==> config.mk <==
export PLATFORM = sky130hd
export DESIGN_NAME = misr_seq
export DESIGN_NICKNAME = d
export VERILOG_FILES = /design/src/rtl/misr_seq.sv
export SDC_FILE = /design/constraint.sdc
export NUM_CORES = 1
export LEC_CHECK = 0
export ABC_CLOCK_PERIOD_IN_PS = 5000
export CORE_MARGIN = 3
export CORE_UTILIZATION = 49
export CTS_BUF_LIST = sky130_fd_sc_hd__clkbuf_8
export DETAILED_ROUTE_END_ITERATION = 8
export PLACE_DENSITY = 0.87
export SLEW_MARGIN = 20
export SYNTH_ARGS = -nofsm -noshare
export SYNTH_HDL_FRONTEND = slang
export SYNTH_SLANG_ARGS = --single-unit
==> constraint.sdc <==
create_clock -name pixclk -period 5 [get_ports pixclk]
set_input_delay 0.5 -clock pixclk [delete_from_list [all_inputs] [get_ports pixclk]]
set_output_delay 0.5 -clock pixclk [all_outputs]
set_load 0.01 [all_outputs]
==> src/rtl/misr_seq.sv <==
// misr_seq: sequencer for the RAMDAC signature (MISR/CRC) capture path.
// Accepts a host request for N frames, drives misr_cntl to the blank
// generator, follows the init_crc / misr_done handshake frame by frame,
// latches each frame signature and tracks whether all signatures matched.
// Single clock domain (pixclk); host inputs arrive already synchronised.
//
// Ports:
//   pixclk       pixel clock
//   reset        asynchronous, active-low reset
//   start        single-cycle capture request (ignored while busy)
//   abort        single-cycle cancel (wins over start and timeout)
//   num_frames   frames to capture, 0 = 2**FRM_W; sampled on accepted start
//   vsync        frame marker (timeout build only)
//   init_crc     one-cycle MISR init pulse
//   misr_done    level, rises when a frame signature is complete
//   misr_sig     current MISR signature
//   misr_cntl    capture enable to blank generator
//   busy         sequence in progress (ARM/RUN)
//   done         sticky completion flag
//   err          sticky timeout flag (0 unless MISR_SEQ_TIMEOUT_EN)
//   frames_left  frames remaining
//   sig_out      signature of most recent completed frame
//   sig_valid    one-cycle pulse when sig_out updates
//   sig_stable   all frames captured so far had equal signatures
//
// Optional feature: define MISR_SEQ_TIMEOUT_EN to enable the vsync-based
// timeout (TO_FRAMES vsync rises without progress -> ERR).

module misr_seq #(
  parameter int SIG_W     = 24,
  parameter int FRM_W     = 4,
  parameter int TO_FRAMES = 4
) (
  input  logic             pixclk,
  input  logic             reset,
  input  logic             start,
  input  logic             abort,
  input  logic [FRM_W-1:0] num_frames,
  input  logic             vsync,
  input  logic             init_crc,
  input  logic             misr_done,
  input  logic [SIG_W-1:0] misr_sig,
  output logic             misr_cntl,
  output logic             busy,
  output logic             done,
  output logic             err,
  output logic [FRM_W:0]   frames_left,
  output logic [SIG_W-1:0] sig_out,
  output logic             sig_valid,
  output logic             sig_stable
);

  typedef enum logic [2:0] {
    S_IDLE,
    S_ARM,
    S_RUN,
    S_DONE
`ifdef MISR_SEQ_TIMEOUT_EN
    , S_ERR
`endif
  } state_t;

  localparam logic [FRM_W:0] LOAD_MAX = {1'b1, {FRM_W{1'b0}}};
  localparam logic [FRM_W:0] ONE      = {{FRM_W{1'b0}}, 1'b1};

  state_t r_state;
  logic   r_misr_done_d;
  logic   r_first;
  logic   w_rise;

  assign w_rise = misr_done & ~r_misr_done_d;

`ifdef MISR_SEQ_TIMEOUT_EN
  localparam int TO_W = $clog2(TO_FRAMES + 1);

  logic [TO_W-1:0] r_to_cnt;
  logic            r_vsync_d;
  logic            w_vs_rise;
  logic            w_active;
  logic            w_progress;
  logic            w_timeout;

  assign w_vs_rise  = vsync & ~r_vsync_d;
  assign w_active   = (r_state == S_ARM) || (r_state == S_RUN);
  assign w_progress = ((r_state == S_ARM) && init_crc) ||
                      ((r_state == S_RUN) && w_rise);
  // The rise that would make the count reach TO_FRAMES triggers the timeout.
  assign w_timeout  = w_active && w_vs_rise &&
                      (r_to_cnt == TO_W'(TO_FRAMES - 1));

  always_ff @(posedge pixclk or negedge reset) begin
    if (!reset) begin
      r_to_cnt  <= '0;
      r_vsync_d <= 1'b0;
    end else begin
      r_vsync_d <= vsync;
      if (abort || w_timeout || !w_active || w_progress)
        r_to_cnt <= '0;
      else if (w_vs_rise)
        r_to_cnt <= r_to_cnt + 1'b1;
    end
  end
`else
  logic w_unused;
  assign w_unused = vsync ^ (TO_FRAMES == 0);
  assign err      = 1'b0;
`endif

  always_ff @(posedge pixclk or negedge reset) begin
    if (!reset) begin
      r_state       <= S_IDLE;
      r_misr_done_d <= 1'b0;
      r_first       <= 1'b0;
      misr_cntl     <= 1'b0;
      busy          <= 1'b0;
      done          <= 1'b0;
`ifdef MISR_SEQ_TIMEOUT_EN
      err           <= 1'b0;
`endif
      frames_left   <= '0;
      sig_out       <= '0;
      sig_valid     <= 1'b0;
      sig_stable    <= 1'b1;
    end else begin
      r_misr_done_d <= misr_done;
      sig_valid     <= 1'b0;
      if (abort) begin
        r_state     <= S_IDLE;
        misr_cntl   <= 1'b0;
        busy        <= 1'b0;
        frames_left <= '0;
      end
`ifdef MISR_SEQ_TIMEOUT_EN
      else if (w_timeout) begin
        r_state   <= S_ERR;
        misr_cntl <= 1'b0;
        busy      <= 1'b0;
        err       <= 1'b1;
      end
`endif
      else begin
        case (r_state)
          S_IDLE: begin
            if (start) begin
              frames_left <= (num_frames == '0) ? LOAD_MAX : {1'b0, num_frames};
              done        <= 1'b0;
`ifdef MISR_SEQ_TIMEOUT_EN
              err         <= 1'b0;
`endif
              sig_stable  <= 1'b1;
              r_first     <= 1'b1;
              misr_cntl   <= 1'b1;
              busy        <= 1'b1;
              r_state     <= S_ARM;
            end
          end
          S_ARM: begin
            if (init_crc)
              r_state <= S_RUN;
          end
          S_RUN: begin
            if (w_rise) begin
              sig_out   <= misr_sig;
              sig_valid <= 1'b1;
              r_first   <= 1'b0;
              if (!r_first && (misr_sig != sig_out))
                sig_stable <= 1'b0;
              if (frames_left != '0)
                frames_left <= frames_left - ONE;
              // Completion outputs are set on entry to DONE so busy and
              // misr_cntl are already low while DONE is occupied.
              if (frames_left == ONE) begin
                r_state   <= S_DONE;
                misr_cntl <= 1'b0;
                busy      <= 1'b0;
                done      <= 1'b1;
              end else begin
                r_state <= S_ARM;
              end
            end
          end
          S_DONE:  r_state <= S_IDLE;
`ifdef MISR_SEQ_TIMEOUT_EN
          S_ERR:   r_state <= S_IDLE;
`endif
          default: r_state <= S_IDLE;
        endcase
      end
    end
  end

endmodule

---- After elaboration in Yosys (flattened, before gate mapping) ----
Index checks and enable logic that the tools add are counted.
word-level totals
  bits in registers ....................... 38
  input port bits ......................... 35
  word-level logic and storage cells ...... 69
cells by class
  add/sub/neg operators ................... 1
  equality and inequality tests ........... 13
  muxes and demuxes ....................... 29
  bitwise logic cells ..................... 3
  reduce and logical (&&, ||, !) cells .... 14
operators by type and width
  operator                                                               count
  5-bit two-way mux                                                      5
  24-bit != test                                                         1
  3-bit != test, second input constant                                   5
  1-bit two-way mux                                                      13
  3-bit two-way mux                                                      4
  4-bit AND reduction                                                    3
  5-bit case mux with 2 select lines                                     1
  5-bit AND reduction                                                    2
  3-bit case mux with 3 select lines                                     1
  2-bit != test, second input constant                                   4
  1-bit case mux with 2 select lines                                     4
  3-bit AND reduction                                                    2
  5-bit by 1-bit equality test with 1-bit output, second input constant  1
  5-bit nonzero test                                                     1
  5-bit by 1-bit subtractor with 5-bit output, second input constant     1
  4-bit logical NOT                                                      1
  3-bit by 1-bit equality test with 1-bit output, second input constant  1
  3-bit by 2-bit equality test with 1-bit output, second input constant  1
  3-bit logical NOT                                                      1
  3-bit nonzero test                                                     1
  2-bit two-way mux                                                      1
  1-bit NOT                                                              2
  2-bit nonzero test                                                     1
  1-bit bitwise AND                                                      1
  2 further kinds                                                        2

---- Depth between registers and ports, before layout ----
  word-level depth ........................ 5
  mapped depth ............................ 7

---- Least setup slack after synthesis ----
No wires, ideal clock.
  path kind ............................... input port to flip-flop
  start ................................... in start
  end ..................................... reg frames_left[0]
  library setup time ...................... 0.132 ns
  arrival ................................. 1.437 ns
  data required time ...................... 4.868 ns
  setup slack ............................. 3.432 ns
  cell stages on the path ................. 6
  buffers on the path ..................... 1
  cell sequence ........................... nor3b_1 o21ba_1 buf_6 a31oi_4 mux2i_1 nor2_1
between the ends
  cells in the longest elaborated chain, start to end .. 2
RTL lines
  element                        RTL line  text
  start, declared                36        input logic start,
  3-bit != test (no line)        n/a
  4-bit AND reduction (no line)  n/a
  end signal, assigned           145       frames_left <= (num_frames == '0) ? LOAD_MAX : {1'b0, num_frames};
  end signal, assigned           169       frames_left <= frames_left - ONE;
  end, declared                  47        output logic [FRM_W:0] frames_left,
Every way passes these cells.
A chain may end at the register's enable or synchronous reset.

---- Final worst setup path ----
  start ................................... in abort
  end ..................................... reg sig_out[13]
between the ends
  cells in the longest elaborated chain, start to end .. 2
RTL lines
  element                        RTL line  text
  start, declared                37        input logic abort,
  1-bit NOT (no line)            n/a
  3-bit AND reduction (no line)  n/a
  end signal, assigned           163       sig_out <= misr_sig;
  end, declared                  48        output logic [SIG_W-1:0] sig_out,
Every way passes these cells.

==> results.md <==
- Via density: 5.12
- Compound-gate portion of the synthesized area: 7.22%
- Cells on worst reg2reg path: 4
- GRT Total Usage: 19.5%
- CP startpoint: abort
- # rows: 22
- Clk_skew: 0.00430 ns
- Post-synthesis adder-cell area fraction: 1.97%
- CP Max Fanout: 17
- Peak supply drop: 0.201 mV
- CORE AREA: 3720 um^2
- Largest net degree at the start of global routing: 38
- RR Endpoint: sig_out[13]
- Clk buf depth: 2
- Period utilization: 44.1%
- Hold Vio Cnt, Final: 0
- Post-route ant nets: 0
- Worst setup SP type: input pin
- R2R setup slack: 3.02 ns
- Starting Density: 51.3%
- # nets final: 268
- Unrepaired setup endpoints after global routing: no
- Number of synthesized flops with an enable pin: 0
- Pwr/cell area: 324 nW/um^2
- R2R Path Start: r_state[0]
- Die height: 68.4 um
- Post-synthesis sequential area ratio: 48.7%
- WL/cell: 14.4 um
- # resized after CTS: 0
- Cell taking the most area after synthesis: dfrtp_1
- CTS Hold Bufs: 0
- Worst-margin pin slew: 0.797 ns
- Final Util: 72.6%
- Post-synth top area share: 47.3%
- Layout Cells excl Fill: 279
- IO buf count: 67
- Xor/xnor share of the synthesized area: 11.0%
- Synth Cell Area: 1910 um^2
- Outcome: finished, final reports clean
- Number of global-route vias before repair: 1,414
- Final TNS setup: 0 ns
- Die Wd: 68.4 um
- CTS tree: yes
- Top post-synthesis cells by area: dfrtp_1, mux2_2, xor2_1, mux2_1, xnor2_1
- Post-Place Cells: 271
- CP required: 5.17 ns
- Num Clock Sinks: 37
- Synthesized net count: 200
- GR Overflow Total: 0
- Relative slew slack: 46.9%
- Dominant cell by count in the synthesized netlist: dfrtp_1
- Minimum clock period: 2.20 ns
- Syn avg cell area: 11.8 um^2
- Arr. time, crit path: 2.38 ns
- DR pass1 iterations: 6
- Seq cells post-synth: 37
- Top-level I/O count: 70
- Combinational family with the most area after synthesis: multiplexers
- Diode count: 0
- Root buffer cell: clkbuf_8
- DP HPWL: 3120 um
- Commonest cells post-synth: dfrtp_1, mux2_2, xor2_1
- Fillers: 299
- Number of maximum-capacitance violations: 0
- Final instance area: 2700 um^2
- Clk Latency, worst-skew pair: 0.29 ns
- Count of pins over their slew limit: 0
- H-tree level count: 2
- Asr flop ratio synth: 100%
- Die area: 4670 um^2
- Wirelength, routed: 4020 um
- GP Congestion: 0.807
- # DRC: 0
- DR iter-0 viols: 74
- Mux cell area share after synthesis: 15.2%
- Post-Syn Instances: 162
- Post-CTS Setup Inserts: 0
- Dominant synthesized flop cell: dfrtp_1
- Setup Viol. Count Final: 0
- Critical path class: in -> reg
- Worst min-delay path class: in -> async
- CTS clk-pin slew, worst paths: 0.07 ns
- First-pass GRT wire length: 6660 um
- Cell variety after synth: 38
- CTS buffer count: 5
- Fmax: 0.454 GHz
- Layout cells sized above 1: 13.4%
- Initial antenna violation count: 0
- Area grow syn2layout: 41.5%
- Area post-placement: 2610 um^2
- Vias: 1,428
- Synth warn: 0
- Crit path capture type: flop
- Synth Area in Simple Gates: 12.7%
- Pleak: 1.14 nW
## flip-flops by register name (all words and copies together), names as in the netlist
signal / count
sig_valid: 1
done: 1
frames_left: 5
sig_stable: 1
sig_out: 24
r_misr_done_d: 1
r_first: 1
busy: 1
r_state: 2
## logic make-up after synthesis
kind of cell,Yosys count
buffers and inverters,9
adder cells (fa/ha/maj),3
multiplexers,26
XOR/XNOR,24
other,1
AO/OA/AOI/OAI,21
AND/OR/NAND/NOR,41
flip-flops,37
## per-stage QoR
step,total power [mW],hold WS (ns),setup slack [ns]
after CTS,0.884,0.320,2.78
after global placement,0.671,0.499,2.19
after floorplan,0.527,0.204,3.43
final,0.873,0.297,2.80
after detailed placement,0.680,0.521,2.48
after global routing,0.926,0.362,2.72
## metal layers
layer  GRT usage (%)  part of all wire (%)  vias to the layer above
li1                -                     -                      699
met4            7.44                  0.90                        0
met2            32.1                    52                       42
met3            5.25                   5.4                        2
met1            24.5                    42                      685
met5               0                     0                        -
## power breakdown
group / internal [mW] / switching (mW) / total, mW
combinational: 0.169 / 0.106 / 0.276
clock: 0.0961 / 0.106 / 0.202
sequential: 0.351 / 0.0449 / 0.395
## layout make-up
type	instances	area, um^2	area share [%]
Sequential cell	37	927	34.4
Multi-Input combinational cell	116	922	34.2
Timing Repair Buffer	68	693	25.7
Clock buffer	5	68.8	2.55
Tap cell	48	60.1	2.23
Clock inverter	3	17.5	0.650
Inverter	2	7.51	0.278
## worst max-delay path by stage
stage | end | slack [ns]
2_1_floorplan | frames_left[0] | 3.43
3_3_place_gp | sig_out[13] | 2.19
3_5_place_dp | sig_out[13] | 2.48
4_1_cts | sig_out[13] | 2.78
5_1_grt | sig_out[14] | 2.72
6_report | sig_out[13] | 2.80
## critical path, cell delays in order
cell and delay, ns:
clkdlybuf4s50_1 0.67, nor3_4 0.63, buf_16 0.22, mux2_2 0.34
## layout by cell type, fill, tap and decap left out, drive strengths merged
| cell type | count |
|---|---|
| clkdlybuf4s50 | 66 |
| dfrtp | 36 |
| mux2 | 24 |
| xor2 | 15 |
| xnor2 | 9 |
| a21oi | 8 |
| nor2 | 8 |
| o21ai | 7 |
| nor4 | 6 |
| nand2 | 5 |
| clkbuf | 5 |
| nand2b | 4 |
| nor2b | 3 |
| ha | 3 |
| nor3 | 3 |
| inv | 2 |
| nor3b | 2 |
| mux2i | 2 |
| or3 | 2 |
| nand3 | 2 |
| nand4 | 2 |
| clkinv | 2 |
| buf | 2 |
| o21ba | 1 |
| a31oi | 1 |
| and2 | 1 |
| o21a | 1 |
| a211oi | 1 |
| nor4b | 1 |
| or3b | 1 |
| o31ai | 1 |
| o31a | 1 |
| nand3b | 1 |
| conb | 1 |
| clkinvlp | 1 |
| dfstp | 1 |
No activity file was read; power rests on OpenSTA's default activity.
